$ cat config.mk
export PLATFORM = sky130hd
export DESIGN_NAME = maxpool2x2_ctrl
export DESIGN_NICKNAME = d
export VERILOG_FILES = /design/src/rtl/cnn_pkg.sv /design/src/rtl/max.sv /design/src/rtl/pool_linebuf.sv /design/src/rtl/maxpool2x2_ctrl.sv
export SDC_FILE = /design/constraint.sdc
export NUM_CORES = 1
export LEC_CHECK = 0
export ABC_AREA = 1
export BUFFER_PORTS_ARGS = -buffer_cell sky130_fd_sc_hd__buf_2
export CAP_MARGIN = 20
export CORE_MARGIN = 3
export CORE_UTILIZATION = 65
export CTS_CLUSTER_DIAMETER = 40
export DETAILED_ROUTE_END_ITERATION = 12
export PLACE_DENSITY = 0.82
export SETUP_SLACK_MARGIN = 0.4
export SLEW_MARGIN = 40
export SYNTH_ARGS = -nofsm -noshare
export SYNTH_HDL_FRONTEND = slang
export SYNTH_SLANG_ARGS = --single-unit
export TNS_END_PERCENT = 1
$ cat constraint.sdc
create_clock -name clk -period 23.2 [get_ports clk]
set_input_delay 2.32 -clock clk [delete_from_list [all_inputs] [get_ports clk]]
set_output_delay 2.32 -clock clk [all_outputs]
set_load 0.005 [all_outputs]
$ cat src/rtl/cnn_pkg.sv
// Shared fp16 constants, pool FSM state type and fp16 ranking helper.
package cnn_pkg;

  localparam int          FP16_W       = 16;
  localparam logic [4:0]  FP16_NAN_EXP = 5'h1F;
  localparam logic [15:0] FP16_ZERO    = 16'h0000;

  typedef enum logic [1:0] {
    IDLE  = 2'd0,
    EVEN  = 2'd1,
    ODD   = 2'd2,
    DRAIN = 2'd3
  } pool_state_t;

  // Map an fp16 value onto an unsigned key whose ordering matches numeric
  // ordering. NaN maps to 0 (below every number); -0 is folded onto +0 so
  // both zeros produce the same key.
  function automatic logic [16:0] fp16_rank(input logic [FP16_W-1:0] v);
    logic [15:0] z;
    logic [16:0] k;
    z = v;
    if ((v[14:10] == FP16_NAN_EXP) && (v[9:0] != 10'h000)) begin
      k = 17'h0_0000;
    end else begin
      if (v[14:0] == 15'h0000) begin
        z = FP16_ZERO;
      end else begin
        z = v;
      end
      if (z[15]) begin
        k = {1'b1, ~z};
      end else begin
        k = {1'b1, z | 16'h8000};
      end
    end
    return k;
  endfunction

endpackage

$ cat src/rtl/max.sv
// Combinational fp16 4-input max. NaN loses to any number, +0 == -0, and on
// equal rank the later operand wins.
module max (
  input  logic [15:0] n1,
  input  logic [15:0] n2,
  input  logic [15:0] n3,
  input  logic [15:0] n4,
  output logic [15:0] y
);
  import cnn_pkg::*;

  logic [FP16_W-1:0] best;

  // Left-to-right fold; ">=" makes the later operand win ties.
  always_comb begin
    best = n1;
    if (fp16_rank(n2) >= fp16_rank(best)) begin
      best = n2;
    end else begin
      best = best;
    end
    if (fp16_rank(n3) >= fp16_rank(best)) begin
      best = n3;
    end else begin
      best = best;
    end
    if (fp16_rank(n4) >= fp16_rank(best)) begin
      best = n4;
    end else begin
      best = best;
    end
    y = best;
  end

endmodule

$ cat src/rtl/pool_linebuf.sv
// Single-write / single-read row buffer. Write is clocked, read is
// asynchronous so it maps to distributed RAM or plain registers.
module pool_linebuf #(
  parameter int DEPTH = 28,
  parameter int AW    = 5,
  parameter int DW    = 16
) (
  input  logic          clk,
  input  logic          we,
  input  logic [AW-1:0] waddr,
  input  logic [DW-1:0] wdata,
  input  logic [AW-1:0] raddr,
  output logic [DW-1:0] rdata
);

  logic [DW-1:0] mem [DEPTH];

  // Store one pixel of the even row; contents need no reset.
  always_ff @(posedge clk) begin
    if (we) begin
      mem[waddr] <= wdata;
    end
  end

  assign rdata = mem[raddr];

endmodule

$ cat src/rtl/maxpool2x2_ctrl.sv
// Streaming 2x2 stride-2 fp16 max-pool controller. The even row is parked in
// a line buffer; during the odd row the top-left pixel and the bottom-left
// pixel of each window are held so the window resolves on the odd-column beat.
module maxpool2x2_ctrl #(
  parameter int IMG_W      = 28,
  parameter int IMG_H      = 28,
  parameter int DATA_WIDTH = 16,
  parameter int COL_W      = $clog2(IMG_W),
  parameter int ROW_W      = $clog2(IMG_H)
) (
  input  logic                  clk,
  input  logic                  rst_n,
  input  logic                  start,
  output logic                  busy,
  output logic                  done,
  input  logic [DATA_WIDTH-1:0] in_data,
  input  logic                  in_valid,
  output logic                  in_ready,
  output logic [DATA_WIDTH-1:0] out_data,
  output logic                  out_valid,
  input  logic                  out_ready
);
  import cnn_pkg::*;

  localparam logic [COL_W-1:0] LAST_COL = COL_W'(IMG_W - 1);
  localparam logic [ROW_W-1:0] LAST_ROW = ROW_W'(IMG_H - 1);

  pool_state_t       state;
  logic [COL_W-1:0]  col;
  logic [ROW_W-1:0]  row;
  logic [15:0]       hold_top;
  logic [15:0]       hold_bot;
  logic [15:0]       lb_rdata;
  logic [15:0]       max_y;
  logic              in_beat;
  logic              out_beat;
  logic              lb_we;
  logic              load;

  assign in_beat  = in_valid && in_ready;
  assign out_beat = out_valid && out_ready;
  assign lb_we    = (state == EVEN) && in_beat;
  assign load     = (state == ODD) && in_beat && col[0];

  pool_linebuf #(
    .DEPTH (IMG_W),
    .AW    (COL_W),
    .DW    (16)
  ) u_linebuf (
    .clk   (clk),
    .we    (lb_we),
    .waddr (col),
    .wdata (in_data),
    .raddr (col),
    .rdata (lb_rdata)
  );

  max u_max (
    .n1 (hold_top),
    .n2 (lb_rdata),
    .n3 (hold_bot),
    .n4 (in_data),
    .y  (max_y)
  );

  // Input acceptance: the odd-column beat of an odd row is the only one that
  // produces a result, so only it waits for room in the output register.
  always_comb begin
    in_ready = 1'b0;
    if (!rst_n) begin
      in_ready = 1'b0;
    end else begin
      case (state)
        IDLE:    in_ready = 1'b0;
        EVEN:    in_ready = 1'b1;
        ODD: begin
          if (col[0]) begin
            in_ready = !out_valid || out_ready;
          end else begin
            in_ready = 1'b1;
          end
        end
        DRAIN:   in_ready = 1'b0;
        default: in_ready = 1'b0;
      endcase
    end
  end

  // Frame sequencing, window hold registers and the registered output stage.
  always_ff @(posedge clk) begin
    if (!rst_n) begin
      state     <= IDLE;
      col       <= '0;
      row       <= '0;
      hold_top  <= FP16_ZERO;
      hold_bot  <= FP16_ZERO;
      busy      <= 1'b0;
      done      <= 1'b0;
      out_valid <= 1'b0;
      out_data  <= FP16_ZERO;
    end else begin
      done <= 1'b0;
      case (state)
        IDLE: begin
          if (start) begin
            state <= EVEN;
            busy  <= 1'b1;
            col   <= '0;
            row   <= '0;
          end
        end
        EVEN: begin
          if (in_beat) begin
            if (col == LAST_COL) begin
              col   <= '0;
              row   <= row + ROW_W'(1);
              state <= ODD;
            end else begin
              col <= col + COL_W'(1);
            end
          end
        end
        ODD: begin
          if (in_beat) begin
            if (!col[0]) begin
              hold_top <= lb_rdata;
              hold_bot <= in_data;
            end
            if (col == LAST_COL) begin
              col <= '0;
              if (row == LAST_ROW) begin
                state <= DRAIN;
              end else begin
                row   <= row + ROW_W'(1);
                state <= EVEN;
              end
            end else begin
              col <= col + COL_W'(1);
            end
          end
        end
        DRAIN: begin
          if (out_beat) begin
            done  <= 1'b1;
            busy  <= 1'b0;
            state <= IDLE;
          end
        end
        default: state <= IDLE;
      endcase

      if (load) begin
        out_data  <= max_y;
        out_valid <= 1'b1;
      end else if (out_beat) begin
        out_valid <= 1'b0;
      end
    end
  end

endmodule
After elaboration in Yosys (flattened, before gate mapping)
Memories as Yosys holds them, arrays and structs flattened. A register that Yosys moved wholly into a read port is not among the register bits.
Index checks and enable logic that the tools add are counted.
Widths: inputs -> output; s select.
{ "classes": {"n_addsub": 2, "multipliers": 0, "n_div": 0, "n_lt_le_gt_ge": 3, "n_eq_ne": 19, "shifts": 0, "mux": 57, "bitwise_logic": 7, "reduce_logical": 38} }
{ "op_table": {"columns": ["operator", "count"], "rows": [
  ["$mux 16", 21],
  ["$mux 17", 6],
  ["$not 16->16", 6],
  ["$logic_not 15->1", 6],
  ["$reduce_bool 10->1", 6],
  ["$ge 17x17->1", 3],
  ["$mux 5", 10],
  ["$eq 5x5->1 const B", 8],
  ["$pmux 5 s3", 1],
  ["$mux 2", 7],
  ["$logic_and 1x1->1", 11],
  ["$add 5x1->5 const B", 2],
  ["$ne 2x2->1 const B", 5],
  ["$pmux 5 s2", 1],
  ["$reduce_and 3->1", 3],
  ["$mux 1", 8],
  ["$pmux 2 s4", 1],
  ["$reduce_and 7->1", 1],
  ["$ne 2x1->1 const B", 3],
  ["$reduce_and 6->1", 1],
  ["$reduce_bool 2->1", 3],
  ["$eq 2x2->1 const B", 2],
  ["$reduce_or 2->1", 2],
  ["$pmux 1 s3", 1],
  ["8 further kinds", 8]
]} }
{ "word_totals": {"regBits": 63, "latchBits": 0, "mem_bits_rw": 448, "mem_bits_ro": 0, "out_inout_bits": 20, "word_cells": 136, "mem_count": 1} }
{ "mem_list": {"columns": ["memory", "depth", "word_bits", "rd", "rd_ports_with_merged_regs", "wr", "line", "text"], "rows": [
  ["u_linebuf.mem", 28, 16, 1, 1, 1, "pool_linebuf.sv:16", "logic [DW-1:0] mem [DEPTH];"]
]} }

Logic depth before layout (Yosys ltp)
Gate-level depths: netlist (run 1).
{ "logic_depth": {"depth_word": 24, "mapped_depth": 73} }

Hierarchy
Synthesis (run 1) repeated with hierarchy kept, for this count alone.
{ "hier_totals": {"cells_unflattened": 2840, "area_unflattened_um2": 25578.3} }
{ "by_module_without_submodules": {"columns": ["module", "n_inst", "cells_per_inst", "area_each_um2", "seq_area_each_um2"], "rows": [
  ["pool_linebuf", 1, 1700, 18808.0, 13452.9],
  ["max", 1, 687, 3809.9, 0.0],
  ["maxpool2x2_ctrl", 1, 453, 2960.3, 1261.2]
]} }

Worst setup path after synthesis (run 1)
Ideal clock, no wire load.
{ "synth_path": {"kind": "register -> register", "start": "reg with a tool-made name", "end": "reg out_data[0]", "setup_time_ns": 0.132, "t_arrival_ns": 7.716, "required_time_ns": 23.068, "setup_slack_ns": 15.352, "path_stages_with_launch": 67, "path_buffers": 8, "cell_sequence": "dfxtp_1 > buf_6 > buf_6 > buf_6 > nand2_1 > nand3_1 > nand3_1 > nand2_1 > nand2_1 > nand3_1 > nand2_2 > nor2_1 > nand3_1 > nor4_2 > nand2_1 > buf_2 > nand2_1 > nor2_1 > (+31 left out) > nand2_1 > nor2_1 > nand2_2 > buf_4 > nand3_1 > nand3_1 > ha_1 > a21oi_1 > nor2_1 > o31ai_1 > a21oi_1 > nor2_1 > nor2_1 > nor2_1 > clkbuf_1 > nand2_1 > o211ai_1 > a21oi_1"} }
{ "synth_rtl": {"columns": ["item", "line", "text"], "rows": [
  ["end signal, assigned", "maxpool2x2_ctrl.sv:153", "out_data <= max_y;"],
  ["end, declared", "maxpool2x2_ctrl.sv:19", "output logic [DATA_WIDTH-1:0] out_data,"]
]} }

==> summary.md, run 1 <==
| Metric | Value |
|---|---|
| Post-cts sizing count | `0` |
| Share of cells above drive strength 1 | `8.81%` |
| Root Driver | `clkbuf_16` |
| Final Routed Wirelength | `70800 µm` |
| Final setup fails | `0` |
| H-tree depth | `2` |
| Cell Area, Placed | `0.0256 mm²` |
| # clock sinks | `516` |
| Antenna fix cells | `0` |
| Post-Syn Nets | `2769` |
| Synth Area in Compound Gates | `6.44%` |
| Largest family of logic cells by synthesized area | `simple AND/OR/NAND/NOR gates` |
| CTS Hold Buffers Added | `0` |
| Synth-to-Final Area Change | `10.0%` |
| Via count | `20100` |
| Relative slew slack | `43.3%` |
| Synthesized flop and latch total | `516` |
| Worst r2r dst | `out_data[0]$_SDFFE_PN0P_` |
| Worst Path Arrival | `11.98 ns` |
| Seq. cell area | `0.0148 mm²` |
| Top FF cell, synth | `edfxtp_1` |
| Worst Skew | `0.0186 ns` |
| Post-Synth Simple-Gate Area | `24.3%` |
| Hold Path Sink | `out_data[9]$_SDFFE_PN0P_` |
| Synth top area cells | `edfxtp_1 54%, nand2_1 12%, nand3_1 6.3%, dfxtp_1 5.4%, nor2_1 3.6%` |
| Cell count of the worst reg-to-reg path | `61` |
| Worst Max-Slew Pin Slew | `0.842 ns` |
| Initial core utilization | `66.3%` |
| Area share of the largest cell type after synthesis | `53.6%` |
| Unrepaired setup endpoints after global routing | `false` |
| Overall routing resource usage | `34.1%` |
| Hold path depth | `2` |
| IO Pins | `41` |
| CP bufs+invs | `6` |
| Postcts setup bufs | `0` |
| CTS Buf Count | `60` |
| CP Max Fanout | `56` |
| Worst hold-check path type | `flip-flop to flip-flop` |
| Max_cap viols | `0` |
| DPL Wire Length | `42900 µm` |
| Synth Area per Inst | `9.34 µm²` |
| Gate Count Post-Synth | `2686` |
| Sequential area share after synthesis | `59.1%` |
| Drt pass-1 iters | `8` |
| Die footprint | `0.0410 mm²` |
| Crit path required time | `23.67 ns` |
| Period utilisation layout | `49.6%` |
| CP Launch Type | `flip-flop` |
| Setup crit end kind | `flip-flop` |
| Number of DRC markers in iteration 0 | `2962` |
| Post-DRT Antenna Nets | `0` |
| Synth Area in XOR/XNOR | `0.838%` |
| Post-synth EDFFs | `448` |
| WP depth | `61` |
| Post-Synth Adder-Cell Area | `3.09%` |
| Setup_tns | `0 ns` |
| Post-route design area | `0.0276 mm²` |
| Pin count of the biggest net entering global routing | `113` |
| Post-Syn Area | `0.0251 mm²` |
| Area leader, netlist | `edfxtp_1` |
| Max Fclk | `0.0869 GHz` |
| Min cycle time layout | `11.51 ns` |
| Die height | `202 µm` |
| Vias/cell | `6.16` |
| Async SR Flop Fraction | `0%` |
| Setup CP Type | `flip-flop to flip-flop` |
| Outcome | `complete, no violations` |
| Gpl congestion | `0.970` |
| # fillers | `2611` |
| Die width | `202 µm` |
| Synth cell types | `44` |
| Vias in the first global route | `19000` |
| Slowest stage cell, crit path | `dfxtp_4` |
| Clk_lat worst skew | `0.63 ns` |
| Initial antenna violation count | `0` |
| First-pass GRT wire length | `107000 µm` |
| # DRC | `0` |
| Fin. max-slew vios | `0` |
| Routed len/inst | `21.7 µm` |
| Buffers added on ports | `40` |
| Critical path's largest stage delay | `0.74 ns` |
| CP dominant cell by count | `nand2_1` |
| Core Footprint | `0.0378 mm²` |
| Row count | `71` |
| Multi-input logic area | `0.00873 mm²` |
| Gr ovfl total | `0` |
| Most common cell after layout, fill and taps aside | `nand2_1` |
| Clk buf depth | `3` |
| CTS tree | `done` |
| Post-synthesis mux area share | `0%` |
| Number of synthesis warnings | `0` |
| Hold Startpoint | `out_data[9]$_SDFFE_PN0P_` |
| Cell family with most CP delay | `simple AND/OR/NAND/NOR gates` |
| FF-to-FF setup slack | `11.69 ns` |
| Layout Nets | `2789` |
| CTS clk-pin slew, worst paths | `0.06 ns` |
| Most frequent cells in the layout | `808 x nand2_1, 448 x edfxtp_1, 318 x nand3_1` |
| Fin. Hold Viols | `0` |
-- cell usage after synthesis (3+ instances only) --
master	count
buf_6	23
o211ai_1	33
nor2_1	238
xor2_1	16
nand4_1	17
nor3b_1	3
and2_1	5
o21ai_0	113
inv_2	7
dfxtp_1	68
clkbuf_1	33
nand3_1	318
or2_2	3
nand2_2	25
nand2_1	808
nor3_1	19
buf_4	12
nor4_1	11
buf_1	6
xnor2_1	8
ha_1	62
o31ai_1	3
inv_1	200
buf_2	58
a21oi_1	95
a21o_1	3
edfxtp_1	448
nor2_2	3
o21ai_1	14
a211oi_1	17
-- registers in the layout, summed over array words and instances (netlist names), named ones only --
| signal | count |
|---|---|
| u_linebuf.mem | 448 |
| hold_bot | 16 |
| hold_top | 16 |
| out_data | 16 |
| col | 5 |
| row | 5 |
| state | 2 |
| busy | 1 |
| done | 1 |
| out_valid | 1 |
-- worst register-to-register path, delay by kind of cell (launching register included) --
family / cells / cell delay [ns]
and+or+nand+nor: 45 / 6.48
adders and majority gates: 3 / 0.94
buffers and inverters: 6 / 2.17
DFF: 1 / 0.74
AOI/OAI and AO/OA: 7 / 0.98
-- area by class of cell --
type | instances | share of cell area [%]
sequential | 516 | 53.7
multi-input combinational | 1829 | 31.6
clock buffer | 70 | 5.65
inverter | 209 | 2.89
tap | 511 | 2.32
timing repair buffer | 90 | 2.17
clock inverter | 43 | 1.62
-- layer usage --
metal | track usage [%] | wire length (µm) | vias to the layer above
li1 | - | - | 9105
met2 | 52.3 | 32100 | 1327
met1 | 48.1 | 27700 | 9482
met3 | 6.30 | 7890 | 204
met4 | 15.6 | 3060 | 0
met5 | 0 | 0 | -
-- worst max-delay path by stage --
stage                     slack, ns                  endpoint       from
after floorplan               15.35  out_data[0]$_SDFFE_PN0P_  flip-flop
after global placement        11.27  out_data[9]$_SDFFE_PN0P_  flip-flop
after detailed placement      11.90  out_data[1]$_SDFFE_PN0P_  flip-flop
after CTS                     11.81  out_data[0]$_SDFFE_PN0P_  flip-flop
after global routing          10.84  out_data[2]$_SDFFE_PN0P_  flip-flop
final                         11.69  out_data[0]$_SDFFE_PN0P_  flip-flop
-- stage by stage --
step | hold slack [ns] | worst slack (ns) | cells | utilization [%]
after global placement | 0.452 | 11.27 | 3153 | 67.4
after detailed placement | 0.457 | 11.90 | 3154 | 67.6
after floorplan | 0.460 | 15.35 | 2686 | -
after CTS | 0.466 | 11.81 | 3267 | 72.9
after global routing | 0.496 | 10.84 | 3268 | 72.9
final | 0.465 | 11.69 | 3268 | 72.9
-- cell families after synthesis --
| kind of cell | after synthesis |
|---|---|
| AOI/OAI and AO/OA | 286 |
| xor gates and xnor gates | 24 |
| buffers and inverters | 341 |
| DFF | 516 |
| adders and majority gates | 62 |
| and+or+nand+nor | 1457 |
Power of run 1 is not shown: default switching activity piles up to over one toggle a cycle in this logic, so the estimate is an artifact.
==> inputs of run 2 (changes only) <==
--- a/config.mk
+++ b/config.mk
@@ -9,10 +9,10 @@
 export BUFFER_PORTS_ARGS = -buffer_cell sky130_fd_sc_hd__buf_2
 export CAP_MARGIN = 20
 export CORE_MARGIN = 3
-export CORE_UTILIZATION = 65
+export CORE_UTILIZATION = 63
 export CTS_CLUSTER_DIAMETER = 40
 export DETAILED_ROUTE_END_ITERATION = 12
-export PLACE_DENSITY = 0.82
+export PLACE_DENSITY = 0.8
 export SETUP_SLACK_MARGIN = 0.4
 export SLEW_MARGIN = 40
 export SYNTH_ARGS = -nofsm -noshare
==> constraint.sdc (replaced) <==
create_clock -name clk -period 10.8 [get_ports clk]
set_input_delay 1.08 -clock clk [delete_from_list [all_inputs] [get_ports clk]]
set_output_delay 1.08 -clock clk [all_outputs]
set_load 0.005 [all_outputs]
==> summary.md, run 2 (synthesis results as in run 1) <==
| Metric | Value |
|---|---|
| Outcome | `complete, no violations` |
| Hold Startpoint | `out_data[7]$_SDFFE_PN0P_` |
| Share of cells above drive strength 1 | `9.23%` |
| Number of DRC markers in iteration 0 | `2721` |
| Row count | `72` |
| Cell count of the worst reg-to-reg path | `64` |
| H-tree depth | `2` |
| Buffers added on ports | `40` |
| Slowest stage cell, crit path | `dfxtp_4` |
| CP Max Fanout | `54` |
| Core Footprint | `0.0390 mm²` |
| Pin count of the biggest net entering global routing | `134` |
| # DRC | `0` |
| Most common cell after layout, fill and taps aside | `nand2_1` |
| Critical path's largest stage delay | `0.47 ns` |
| Most flops, register | `u_linebuf.mem` |
| Min cycle time layout | `9.52 ns` |
| Cell family with most CP delay | `simple AND/OR/NAND/NOR gates` |
| Routed len/inst | `21.9 µm` |
| Vias in the first global route | `19000` |
| Initial antenna violation count | `1` |
| Initial core utilization | `64.3%` |
| Crit path required time | `11.29 ns` |
| Post-DRT Antenna Nets | `0` |
| Layout Nets | `2805` |
| CTS Hold Buffers Added | `0` |
| Worst Path Arrival | `10.01 ns` |
| CTS tree | `done` |
| Post-route design area | `0.0279 mm²` |
| Cell Area, Placed | `0.0257 mm²` |
| Antenna fix cells | `0` |
| Clk buf depth | `3` |
| CP dominant cell by count | `nand2_1` |
| Via count | `20000` |
| Hold path depth | `2` |
| # clock sinks | `516` |
| Most frequent cells in the layout | `807 x nand2_1, 448 x edfxtp_1, 318 x nand3_1` |
| Max_cap viols | `0` |
| Setup CP Type | `flip-flop to flip-flop` |
| Fin. Hold Viols | `0` |
| Die footprint | `0.0423 mm²` |
| Clk_lat worst skew | `0.65 ns` |
| CTS clk-pin slew, worst paths | `0.06 ns` |
| Worst r2r dst | `out_data[5]$_SDFFE_PN0P_` |
| IO Pins | `41` |
| Root Driver | `clkbuf_16` |
| Unrepaired setup endpoints after global routing | `false` |
| DPL Wire Length | `44100 µm` |
| Synth-to-Final Area Change | `11.0%` |
| Worst Max-Slew Pin Slew | `0.868 ns` |
| Vias/cell | `6.09` |
| Die width | `206 µm` |
| Gr ovfl total | `0` |
| Largest register FFs | `448` |
| CP Launch Type | `flip-flop` |
| Setup_tns | `0 ns` |
| Fin. max-slew vios | `0` |
| Worst Skew | `0.0454 ns` |
| Max Fclk | `0.105 GHz` |
| First-pass GRT wire length | `109000 µm` |
| Final Routed Wirelength | `71900 µm` |
| Relative slew slack | `42.1%` |
| Setup crit end kind | `flip-flop` |
| CP bufs+invs | `10` |
| Period utilisation layout | `88.1%` |
| Worst hold-check path type | `flip-flop to flip-flop` |
| Final setup fails | `0` |
| FF-to-FF setup slack | `1.28 ns` |
| Drt pass-1 iters | `7` |
| Hold Path Sink | `out_data[7]$_SDFFE_PN0P_` |
| Die height | `206 µm` |
| CTS Buf Count | `61` |
| Overall routing resource usage | `34.0%` |
| Gpl congestion | `0.928` |
## run 2: how the worst max path moves through the flow
stage,cells after the start,start,to
after floorplan,66,flip-flop,out_data[0]$_SDFFE_PN0P_
after global placement,62,flip-flop,out_data[10]$_SDFFE_PN0P_
after detailed placement,62,flip-flop,out_data[5]$_SDFFE_PN0P_
after CTS,63,flip-flop,out_data[5]$_SDFFE_PN0P_
after global routing,63,flip-flop,out_data[4]$_SDFFE_PN0P_
final,64,flip-flop,out_data[5]$_SDFFE_PN0P_
## run 2: tightest hold or removal path, stage by stage (launching register included)
cell and delay (ns):
dfxtp_1 0.30, nand2_1 0.06, a21oi_1 0.06
## run 2: cell type report
type	count	area (µm²)
fillers	2755	11200
multi-input cells	1829	8740
flip-flops and latches	516	14800
clock buffers	71	1590
repair buffers	104	837
clock inverters	44	417
well taps	518	648
repair inverters	1	5.00
inverters	209	805
## run 2: through the flow
stage,setup WS [ns],instances,hold WS [ns],utilization [%]
final,1.28,3292,0.467,71.4
after global routing,0.412,3292,0.491,71.4
after detailed placement,1.06,3169,0.461,65.9
after floorplan,2.95,2686,0.460,-
after global placement,1.01,3169,0.455,65.9
after CTS,0.943,3284,0.469,71.0
## run 2: routing by layer
| layer | up-vias | track usage (%) | wire length, µm |
|---|---|---|---|
| li1 | 9150 | - | - |
| met1 | 9372 | 47.3 | 27400 |
| met2 | 1325 | 53.6 | 33300 |
| met3 | 199 | 6.76 | 8300 |
| met4 | 0 | 12.7 | 2880 |
| met5 | - | 0 | 0 |
## run 2: repair_timing
item	CTS	global route
setup endpoints to repair	0	16
buffers inserted	0	6
resized for setup	0	17
Power of run 2 is left out for the same reason.
